<file path="src/rtl/display_scan_mux_if.sv">
// -----------------------------------------------------------------------------
// display_scan_mux_if
// Bundles the signals between the clock/alarm logic, the scan multiplexer and
// the seven-segment decoder.
//   master : drives time/alarm values and display controls, observes the
//            scanned decoder inputs and anodes
//   slave  : the scan multiplexer (consumes controls, drives scan outputs)
// Signals:
//   timeHours/timeMinutes    current time (0..23 / 0..59)
//   alarmHours/alarmMinutes  alarm time   (0..23 / 0..59)
//   showAlarm                1 = alarm source, 0 = time source
//   blinkHours/blinkMinutes  blink the hour / minute digit pair
//   set24hours               1 = 24-hour display, 0 = 12-hour display
//   an                       active-low one-hot digit anodes
//   number/tens/hoursPlace   decoder inputs for the digit being shown
// -----------------------------------------------------------------------------
interface display_scan_mux_if;
    logic [5:0] timeHours;
    logic [5:0] timeMinutes;
    logic [5:0] alarmHours;
    logic [5:0] alarmMinutes;
    logic       showAlarm;
    logic       blinkHours;
    logic       blinkMinutes;
    logic       set24hours;
    logic [3:0] an;
    logic [5:0] number;
    logic       tens;
    logic       hoursPlace;

    modport master (
        output timeHours, timeMinutes, alarmHours, alarmMinutes,
        output showAlarm, blinkHours, blinkMinutes, set24hours,
        input  an, number, tens, hoursPlace
    );

    modport slave (
        input  timeHours, timeMinutes, alarmHours, alarmMinutes,
        input  showAlarm, blinkHours, blinkMinutes, set24hours,
        output an, number, tens, hoursPlace
    );
endinterface

</file>
<file path="src/rtl/display_scan_mux.sv">
// -----------------------------------------------------------------------------
// display_scan_mux
// Time-multiplexes a 4-digit HH:MM display feeding the seven-segment decoder.
// Every REFRESH_DIV clocks one digit slot elapses; on that tick the registered
// outputs load the anode/decoder settings for the current digit and the digit
// index advances. Handles time/alarm source selection per frame, set-mode
// blinking and leading-zero blanking of the hours-tens digit in 12-hour mode.
// Ports:
//   clk     system clock, rising edge
//   resetN  asynchronous active-low reset
//   bus     display_scan_mux_if.slave (source values, controls, scan outputs)
// -----------------------------------------------------------------------------
module display_scan_mux #(
    parameter int REFRESH_DIV = 100000,
    parameter int BLINK_TICKS = 250
) (
    input  logic                  clk,
    input  logic                  resetN,
    display_scan_mux_if.slave     bus
);

    localparam int PW = $clog2(REFRESH_DIV);
    localparam int BW = (BLINK_TICKS > 1) ? $clog2(BLINK_TICKS) : 1;
    localparam logic [PW-1:0] PRE_LAST   = PW'(REFRESH_DIV - 1);
    localparam logic [BW-1:0] BLINK_LAST = BW'(BLINK_TICKS - 1);

    // The hours-tens digit is dark in 12-hour mode when the displayed value
    // (0 -> 12, 13..23 -> h-12) is a single digit. Out-of-range hours are
    // never blanked.
    function automatic logic lead_zero_blank(input logic [5:0] hours);
        logic blank;
        if ((hours >= 6'd1) && (hours <= 6'd9)) begin
            blank = 1'b1;
        end else if ((hours >= 6'd13) && (hours <= 6'd21)) begin
            blank = 1'b1;
        end else begin
            blank = 1'b0;
        end
        return blank;
    endfunction

    logic [PW-1:0] prescaler_r;
    logic [1:0]    digit_idx_r;
    logic [BW-1:0] blink_cnt_r;
    logic          blink_phase_r;
    logic          src_sel_r;
    logic [3:0]    an_r;
    logic [5:0]    number_r;
    logic          tens_r;
    logic          hours_place_r;

    logic          tick_s;
    logic          use_alarm_s;
    logic [5:0]    hours_s;
    logic [5:0]    minutes_s;
    logic [3:0]    an_map_s;
    logic          blank_s;
    logic [3:0]    an_nxt_s;
    logic [5:0]    number_nxt_s;
    logic          tens_nxt_s;
    logic          hours_place_nxt_s;

    assign tick_s = (prescaler_r == PRE_LAST);

    // Digit decode: source selection, anode map, blink and blanking for the
    // digit loaded on the next tick.
    always_comb begin
        // At frame start the new source is taken straight from showAlarm so the
        // whole frame, digit 0 included, shows one source.
        if (digit_idx_r == 2'd0) begin
            use_alarm_s = bus.showAlarm;
        end else begin
            use_alarm_s = src_sel_r;
        end

        if (use_alarm_s) begin
            hours_s   = bus.alarmHours;
            minutes_s = bus.alarmMinutes;
        end else begin
            hours_s   = bus.timeHours;
            minutes_s = bus.timeMinutes;
        end

        an_map_s          = 4'b1111;
        number_nxt_s      = 6'd0;
        tens_nxt_s        = 1'b0;
        hours_place_nxt_s = 1'b0;
        blank_s           = 1'b0;

        case (digit_idx_r)
            2'd0: begin
                an_map_s          = 4'b1110;
                number_nxt_s      = minutes_s;
                tens_nxt_s        = 1'b0;
                hours_place_nxt_s = 1'b0;
                blank_s           = bus.blinkMinutes & blink_phase_r;
            end
            2'd1: begin
                an_map_s          = 4'b1101;
                number_nxt_s      = minutes_s;
                tens_nxt_s        = 1'b1;
                hours_place_nxt_s = 1'b0;
                blank_s           = bus.blinkMinutes & blink_phase_r;
            end
            2'd2: begin
                an_map_s          = 4'b1011;
                number_nxt_s      = hours_s;
                tens_nxt_s        = 1'b0;
                hours_place_nxt_s = 1'b1;
                blank_s           = bus.blinkHours & blink_phase_r;
            end
            2'd3: begin
                an_map_s          = 4'b0111;
                number_nxt_s      = hours_s;
                tens_nxt_s        = 1'b1;
                hours_place_nxt_s = 1'b1;
                blank_s           = (bus.blinkHours & blink_phase_r) |
                                    (~bus.set24hours & lead_zero_blank(hours_s));
            end
            default: begin
                an_map_s          = 4'b1111;
                number_nxt_s      = 6'd0;
                tens_nxt_s        = 1'b0;
                hours_place_nxt_s = 1'b0;
                blank_s           = 1'b1;
            end
        endcase

        if (blank_s) begin
            an_nxt_s = 4'b1111;
        end else begin
            an_nxt_s = an_map_s;
        end
    end

    // Slot prescaler: free-running 0..REFRESH_DIV-1.
    always_ff @(posedge clk or negedge resetN) begin
        if (!resetN) begin
            prescaler_r <= '0;
        end else if (tick_s) begin
            prescaler_r <= '0;
        end else begin
            prescaler_r <= prescaler_r + 1'b1;
        end
    end

    // Scan state: digit index, frame source latch and free-running blink timer.
    always_ff @(posedge clk or negedge resetN) begin
        if (!resetN) begin
            digit_idx_r   <= 2'd0;
            blink_cnt_r   <= '0;
            blink_phase_r <= 1'b0;
            src_sel_r     <= 1'b0;
        end else if (tick_s) begin
            digit_idx_r <= digit_idx_r + 2'd1;
            src_sel_r   <= use_alarm_s;
            if (blink_cnt_r == BLINK_LAST) begin
                blink_cnt_r   <= '0;
                blink_phase_r <= ~blink_phase_r;
            end else begin
                blink_cnt_r   <= blink_cnt_r + 1'b1;
            end
        end else begin
            digit_idx_r   <= digit_idx_r;
            blink_cnt_r   <= blink_cnt_r;
            blink_phase_r <= blink_phase_r;
            src_sel_r     <= src_sel_r;
        end
    end

    // Output registers: load only on tick edges.
    always_ff @(posedge clk or negedge resetN) begin
        if (!resetN) begin
            an_r          <= 4'b1111;
            number_r      <= 6'd0;
            tens_r        <= 1'b0;
            hours_place_r <= 1'b0;
        end else if (tick_s) begin
            an_r          <= an_nxt_s;
            number_r      <= number_nxt_s;
            tens_r        <= tens_nxt_s;
            hours_place_r <= hours_place_nxt_s;
        end else begin
            an_r          <= an_r;
            number_r      <= number_r;
            tens_r        <= tens_r;
            hours_place_r <= hours_place_r;
        end
    end

    assign bus.an         = an_r;
    assign bus.number     = number_r;
    assign bus.tens       = tens_r;
    assign bus.hoursPlace = hours_place_r;

endmodule

</file>
<file path="src/flat_wrapper.sv">
// flat-port wrapper written by rule: the top's interface ports become plain ports
module display_scan_mux_flat 
#(
    parameter int REFRESH_DIV = 100000,
    parameter int BLINK_TICKS = 250
)
  (clk, resetN, bus_timeHours, bus_timeMinutes, bus_alarmHours, bus_alarmMinutes, bus_showAlarm, bus_blinkHours, bus_blinkMinutes, bus_set24hours, bus_an, bus_number, bus_tens, bus_hoursPlace);
  display_scan_mux_if bus_i ();
  input  logic clk;
  input  logic resetN;
  input wire logic [$bits(bus_i.timeHours)-1:0] bus_timeHours;
  input wire logic [$bits(bus_i.timeMinutes)-1:0] bus_timeMinutes;
  input wire logic [$bits(bus_i.alarmHours)-1:0] bus_alarmHours;
  input wire logic [$bits(bus_i.alarmMinutes)-1:0] bus_alarmMinutes;
  input wire logic [$bits(bus_i.showAlarm)-1:0] bus_showAlarm;
  input wire logic [$bits(bus_i.blinkHours)-1:0] bus_blinkHours;
  input wire logic [$bits(bus_i.blinkMinutes)-1:0] bus_blinkMinutes;
  input wire logic [$bits(bus_i.set24hours)-1:0] bus_set24hours;
  output wire logic [$bits(bus_i.an)-1:0] bus_an;
  output wire logic [$bits(bus_i.number)-1:0] bus_number;
  output wire logic [$bits(bus_i.tens)-1:0] bus_tens;
  output wire logic [$bits(bus_i.hoursPlace)-1:0] bus_hoursPlace;
  assign bus_i.timeHours = bus_timeHours;
  assign bus_i.timeMinutes = bus_timeMinutes;
  assign bus_i.alarmHours = bus_alarmHours;
  assign bus_i.alarmMinutes = bus_alarmMinutes;
  assign bus_i.showAlarm = bus_showAlarm;
  assign bus_i.blinkHours = bus_blinkHours;
  assign bus_i.blinkMinutes = bus_blinkMinutes;
  assign bus_i.set24hours = bus_set24hours;
  assign bus_an = bus_i.an;
  assign bus_number = bus_i.number;
  assign bus_tens = bus_i.tens;
  assign bus_hoursPlace = bus_i.hoursPlace;
  display_scan_mux #(.REFRESH_DIV(REFRESH_DIV), .BLINK_TICKS(BLINK_TICKS)) u_core (.clk(clk), .resetN(resetN), .bus(bus_i));
endmodule
</file>
<file path="config.mk">
export PLATFORM = sky130hd
export DESIGN_NAME = display_scan_mux_flat
export DESIGN_NICKNAME = d
export VERILOG_FILES = /design/src/rtl/display_scan_mux_if.sv /design/src/rtl/display_scan_mux.sv /design/src/flat_wrapper.sv
export SDC_FILE = /design/constraint.sdc
export NUM_CORES = 1
export LEC_CHECK = 0
export ABC_AREA = 1
export CAP_MARGIN = 30
export CORE_ASPECT_RATIO = 0.75
export CORE_MARGIN = 8
export CORE_UTILIZATION = 41
export CTS_CLUSTER_DIAMETER = 100
export DETAILED_ROUTE_END_ITERATION = 10
export SETUP_SLACK_MARGIN = 0.5
export SKIP_CTS_REPAIR_TIMING = 1
export SKIP_LAST_GASP = 1
export SYNTH_ARGS = -nofsm -noshare
export SYNTH_HDL_FRONTEND = slang
export SYNTH_SLANG_ARGS = --single-unit
</file>
<file path="constraint.sdc">
create_clock -name clk -period 2 [get_ports clk]
set_input_delay 0.3 -clock clk [delete_from_list [all_inputs] [get_ports clk]]
set_output_delay 0.3 -clock clk [all_outputs]
set_load 0.02 [all_outputs]
</file>
## Word-level counts from Yosys, hierarchy flattened

Cells that the tools add are included.

- $add $sub $neg: 3
- Magnitude comparators: 4
- Equality and inequality tests: 5
- Mux-type cells: 14
- Bitwise operators: 6
- Reductions and logical operators: 8

Operator list:

| cell | count |
|---|---|
| $add 17x1->17 const B | 1 |
| $eq 17x17->1 const B | 1 |
| $mux 17 | 1 |
| $pmux 4 s4 | 1 |
| $mux 6 | 2 |
| $pmux 6 s2 | 1 |
| $add 8x1->8 const B | 1 |
| $eq 8x8->1 const B | 1 |
| $mux 8 | 1 |
| $reduce_or 2->1 | 4 |
| $ge 6x1->1 const B | 1 |
| $ge 6x4->1 const B | 1 |
| $le 6x4->1 const B | 1 |
| $le 6x5->1 const B | 1 |
| $eq 2x2->1 const B | 2 |
| $mux 1 | 4 |
| $mux 4 | 1 |
| $pmux 1 s2 | 2 |
| $and 1x1->1 | 3 |
| $pmux 1 s3 | 1 |
| $add 2x1->2 const B | 1 |
| $eq 2x1->1 const B | 1 |
| $logic_and 1x1->1 | 2 |
| $logic_not 2->1 | 1 |
| 3 further kinds | 4 |

- Bits in registers: 41
- Output and inout bits: 12

## Logic depth before layout (Yosys ltp)

- Word-level depth: 12
- Depth in mapped cells: 17
- Gate-level depth less buffers: 17

## Worst setup path before layout

Ideal clock, no wire load.

- Path kind: register to register
- Start point: register u_core.digit_idx_r[0]
- End point: register u_core.an_r[0] (netlist: u_core.bus.an[0])
- Setup time: 0.082 ns
- Arrival: 1.733 ns
- Data required time: 1.918 ns
- Setup slack: 0.185 ns
- Stages on the path, launching flop included: 17
- Buffers on the path: 1
- Path through: dfrtp_1 -> inv_1 -> ha_1 -> inv_1 -> nand2_1 -> nand2_2 -> buf_2 -> o21ai_2 -> nand2_1 -> nand2_1 -> nand2_1 -> nand2_1 -> nand2_1 -> nand2_1 -> nand2_1 -> nand2_1 -> a21oi_1

- Word-level cells in the longest chain between the ends: 12
- Elaborated cells on any way between the ends: 21

Ends and longest elaborated chain:

| item | line | RTL |
|---|---|---|
| from (decl) | display_scan_mux.sv:43 | `logic [1:0] digit_idx_r;` |
| from (signal assigned) | display_scan_mux.sv:155 | `digit_idx_r <= digit_idx_r + 2'd1;` |
| from (signal assigned) | display_scan_mux.sv:164 | `digit_idx_r <= digit_idx_r;` |
| $logic_not 2->1 | display_scan_mux.sv:70, display_scan_mux.sv:90 |  |
| $mux 1 | display_scan_mux.sv:70 | `if (digit_idx_r == 2'd0) begin` |
| $mux 6 | display_scan_mux.sv:76 | `if (use_alarm_s) begin` |
| $ge 6x4->1 or $le 6x5->1 (tied branches) | display_scan_mux.sv:34 | `end else if ((hours >= 6'd13) && (hours <= 6'd21)) begin` |
| $logic_and 1x1->1 | display_scan_mux.sv:34 |  |
| $mux 1 | display_scan_mux.sv:34 |  |
| $mux 1 | display_scan_mux.sv:32 | `if ((hours >= 6'd1) && (hours <= 6'd9)) begin` |
| $mux 1 | display_scan_mux.sv:90 | `case (digit_idx_r)` |
| $and 1x1->1 | display_scan_mux.sv:118 | `(~bus.set24hours & lead_zero_blank(hours_s));` |
| $or 1x1->1 | display_scan_mux.sv:117 | `blank_s = (bus.blinkHours & blink_phase_r) \|` |
| $pmux 1 s3 | display_scan_mux.sv:90 |  |
| $mux 4 * | display_scan_mux.sv:129 | `if (blank_s) begin` |
| to (signal assigned) | display_scan_mux.sv:179 | `an_r <= an_nxt_s;` |
| to (signal assigned) | display_scan_mux.sv:184 | `an_r <= an_r;` |
| to (decl) | display_scan_mux.sv:47 | `logic [3:0] an_r;` |

Every way passes the cells marked *; elsewhere a longest branch is shown, timed or not. The select of a mux whose other input is x is not followed.
A chain may end at the register's enable or synchronous reset.

## Worst setup path in the final report

- Start point: register u_core.prescaler_r[0]
- End point: register u_core.blink_cnt_r[6]

- Word-level cells in the longest chain between the ends: 1

Ends and longest elaborated chain:

| item | line | RTL |
|---|---|---|
| from (decl) | display_scan_mux.sv:42 | `logic [PW-1:0] prescaler_r;` |
| from (signal assigned) | display_scan_mux.sv:143 | `prescaler_r <= prescaler_r + 1'b1;` |
| $eq 17x17->1 | display_scan_mux.sv:63 | `assign tick_s = (prescaler_r == PRE_LAST);` |
| to (signal assigned) | display_scan_mux.sv:161 | `blink_cnt_r <= blink_cnt_r + 1'b1;` |
| to (signal assigned) | display_scan_mux.sv:165 | `blink_cnt_r <= blink_cnt_r;` |
| to (decl) | display_scan_mux.sv:44 | `logic [BW-1:0] blink_cnt_r;` |

No other way between the ends.

==> results.py <==
metrics = {
    "run_status": {
        "status": "completed",
    },
    "critical_path": {
        "criticalPathCategory": "reg2reg",
        "crit_family": "simple AND/OR/NAND/NOR gates",
        "worst_ep_required_time_ns": 2.17,
        "crit_chain": "ha_4 > nand2_4 > nor2_4 > nand2_4 > nor2_4 > nand2_8 > nor4_4 > nand3_2 > xor2_2 > nor2_2",
        "crit_slowest_cell": "dfrtp_1",
        "path_buf_inv": 0,
        "end_kind": "flop",
        "crit_fanout": 6,
        "arrival_ns": 2.03,
        "crit_path_max_incr_delay_ns": 0.40,
        "startpoint_type": "flop",
    },
    "logic_synthesis": {
        "synthFlopType": "dfrtp_1",
        "synth_warnings": 0,
        "synth_seq_cells": 41,
        "synthCells": 289,
        "syn_avg_cell_area_um2": 8.209,
        "yosysSeqAreaShare_pct": 43.46,
        "ys_async_sr_fraction_pct": 100.0,
        "synth_edf_count": 0,
        "syn-cell-area_um2": 2372,
        "ys_types": 37,
        "syn_nets": 330,
    },
    "clock_tree": {
        "root_buffer": "clkbuf_8",
        "cts_buffer_depth": 2,
        "cts_tree": "done",
        "cts_sinks": 41,
        "path_clk_slew_ns": 0.07,
        "ctsHtreeMaxLevel": 2,
        "clk_latency_ns": 0.29,
        "cts_inserted_buffers": 5,
    },
    "routing": {
        "wl_per_cell_um": 13.72,
        "drc": 0,
        "drt_pass1_iterations": 4,
        "dr.first_iter.drc_count": 95,
        "vias": 2156,
        "via_per_inst": 4.845,
        "final_antenna_net_count": 0,
        "wirelength_um": 6107,
    },
    "layout": {
        "nets": 407,
        "syn_to_final_growth_pct": 48.84,
        "nFillCells": 533,
        "fin_cells": 445,
        "drive_above_1_share_pct": 29.16,
        "antenna_cells": 0,
    },
    "timing": {
        "max_freq_mhz": 540.1,
        "skew_ns": 0.01016,
        "drv_slew": 0,
        "setup_tns_ns": 0,
        "setup_viol": 0,
        "finalCritPeriodShare_pct": 92.57,
        "hold_violations": 0,
        "relSlewSlack_pct": 64.19,
        "grt_setup_unrepaired": "yes",
        "worstMarginPinSlew_ns": 0.5372,
        "fin_crit_ns": 1.851,
        "fin_ws_ns": 0.1486,
    },
    "global_routing": {
        "grt_max_degree": 42,
        "grt_pass1_wl_um": 8804,
        "grt-ovfl-total": 0,
        "first_global_vias": 1839,
        "antenna_found_initial": 0,
        "track_usage_pct": 12.62,
    },
    "worst_hold_path": {
        "worstHoldPathType": "in2async",
    },
    "floorplan": {
        "ios": 42,
        "die_w_um": 103.8,
        "core_area_um2": 5705,
        "die_y_um": 81.88,
        "rows": 24,
        "initial_core_util_pct": 41.58,
        "dieArea_um2": 8501,
    },
    "power": {
        "power_leakage_nw": 1.674,
        "powerDensity_nw_per_um2": 432.0,
        "ir_drop_mv": 0.3095,
    },
    "placement": {
        "gp_congestion": 0.7948,
        "dp_hpwl_um": 4160,
        "dp_cells": 409,
        "place_ws_ns": 0.02688,
        "io_buffers": 41,
    },
    "run": {
        "drv_cap": 0,
    },
}
## state kept, by name, summed over array words and instances, names as in the netlist
signal / flops
u_core.prescaler_r: 17
u_core.blink_cnt_r: 8
u_core.bus.number: 6
u_core.bus.an: 4
u_core.digit_idx_r: 2
u_core.blink_phase_r: 1
u_core.bus.hoursPlace: 1
u_core.bus.tens: 1
u_core.src_sel_r: 1
## cell usage after synthesis, types with 3 or more instances
master / number / area (um^2)
a21oi_1: 13 / 65.06
a31oi_1: 3 / 18.77
dfrtp_1: 37 / 925.9
dfstp_2: 4 / 105.1
ha_1: 11 / 137.6
inv_1: 47 / 176.4
nand2_1: 56 / 210.2
nand3_1: 13 / 65.06
nand4_1: 3 / 18.77
nor2_1: 36 / 135.1
nor2_4: 4 / 45.04
nor3_1: 4 / 20.02
nor3b_1: 3 / 22.52
o21ai_0: 15 / 75.07
o221ai_1: 6 / 52.55
xor2_1: 4 / 35.03
## worst paths after layout
kind,to,startpoint,slack (ns),cells after the start
worst min register to register,u_core.bus.tens,u_core.bus.tens,0.49,2
min in group clk,u_core.bus.tens,u_core.bus.tens,0.49,2
worst max-delay path,u_core.blink_cnt_r[6],u_core.prescaler_r[0],0.15,10
worst min-delay path,u_core.prescaler_r[1],resetN,0.06,2
max in group asynchronous,u_core.digit_idx_r[1],resetN,1.53,2
worst max register to register,u_core.blink_cnt_r[6],u_core.prescaler_r[0],0.15,10
## final cells by class
cell class	instances	area [um^2]	area share, %
well taps	78	97.59	2.764
multi-input cells	197	1404	39.76
flip-flops and latches	41	1032	29.23
inverters	48	198.9	5.634
repair buffers	73	708.2	20.06
clock buffers	8	90.09	2.551
## metal layers
metal | share of wire [%] | track usage, % | vias to the layer above | routed length (um)
met3 | 4.4 | 3.213 | 9 | 268
met2 | 48 | 19.03 | 35 | 2905
met4 | 1.2 | 3.885 | 0 | 76
met5 | 0 | 0 | - | 0
li1 | - | - | 1089 | -
met1 | 47 | 17.45 | 1023 | 2856
## layout by cell type (no fill, tap or decap), types with 5 or more instances in the layout
master           synthesis  layout
a21oi_1                 13       6
nand2_1                 56      46
a21oi_2                  0       7
nand2_4                  2       6
dfrtp_1                 37      36
o221ai_1                 6       5
clkbuf_8                 0       6
inv_1                   47      40
ha_1                    11       9
nor2_4                   4       7
o21ai_0                 15       9
dlymetal6s2s_1           0      12
inv_2                    0       5
buf_4                    1      25
nand3_1                 13      11
nand2_2                  2       6
clkdlybuf4s50_1          0      28
nor2_1                  36      31
## power breakdown
part	internal (mW)	switching (mW)
logic	0.0738	0.0662
registers	0.829	0
clock network	0.282	0.275
total	1.18	0.341
## metrics by stage
stage | hold WS, ns | area, um^2 | utilization, % | power, mW
floorplan | 0.004409 | 2426 | - | 0.8859
global placement | 0.3991 | 2935 | 51.45 | 0.9660
detailed placement | 0.4028 | 2935 | 51.45 | 0.9659
CTS | 0.08492 | 3025 | 53.03 | 1.526
global route | 0.1147 | 3531 | 61.89 | 1.591
finish | 0.06109 | 3531 | 61.89 | 1.525
## cells by family (layout without fill, tap and decap cells)
| family | after synthesis | in the layout | synth area share [%] |
|---|---|---|---|
| xor+xnor | 6 | 6 | 2.215 |
| simple gates | 135 | 136 | 28.96 |
| compound gates | 44 | 44 | 11.08 |
| buf+inv | 52 | 129 | 8.491 |
| flops | 41 | 41 | 43.46 |
| fa+ha+maj | 11 | 11 | 5.802 |
No activity file was read; power rests on OpenSTA's default activity.
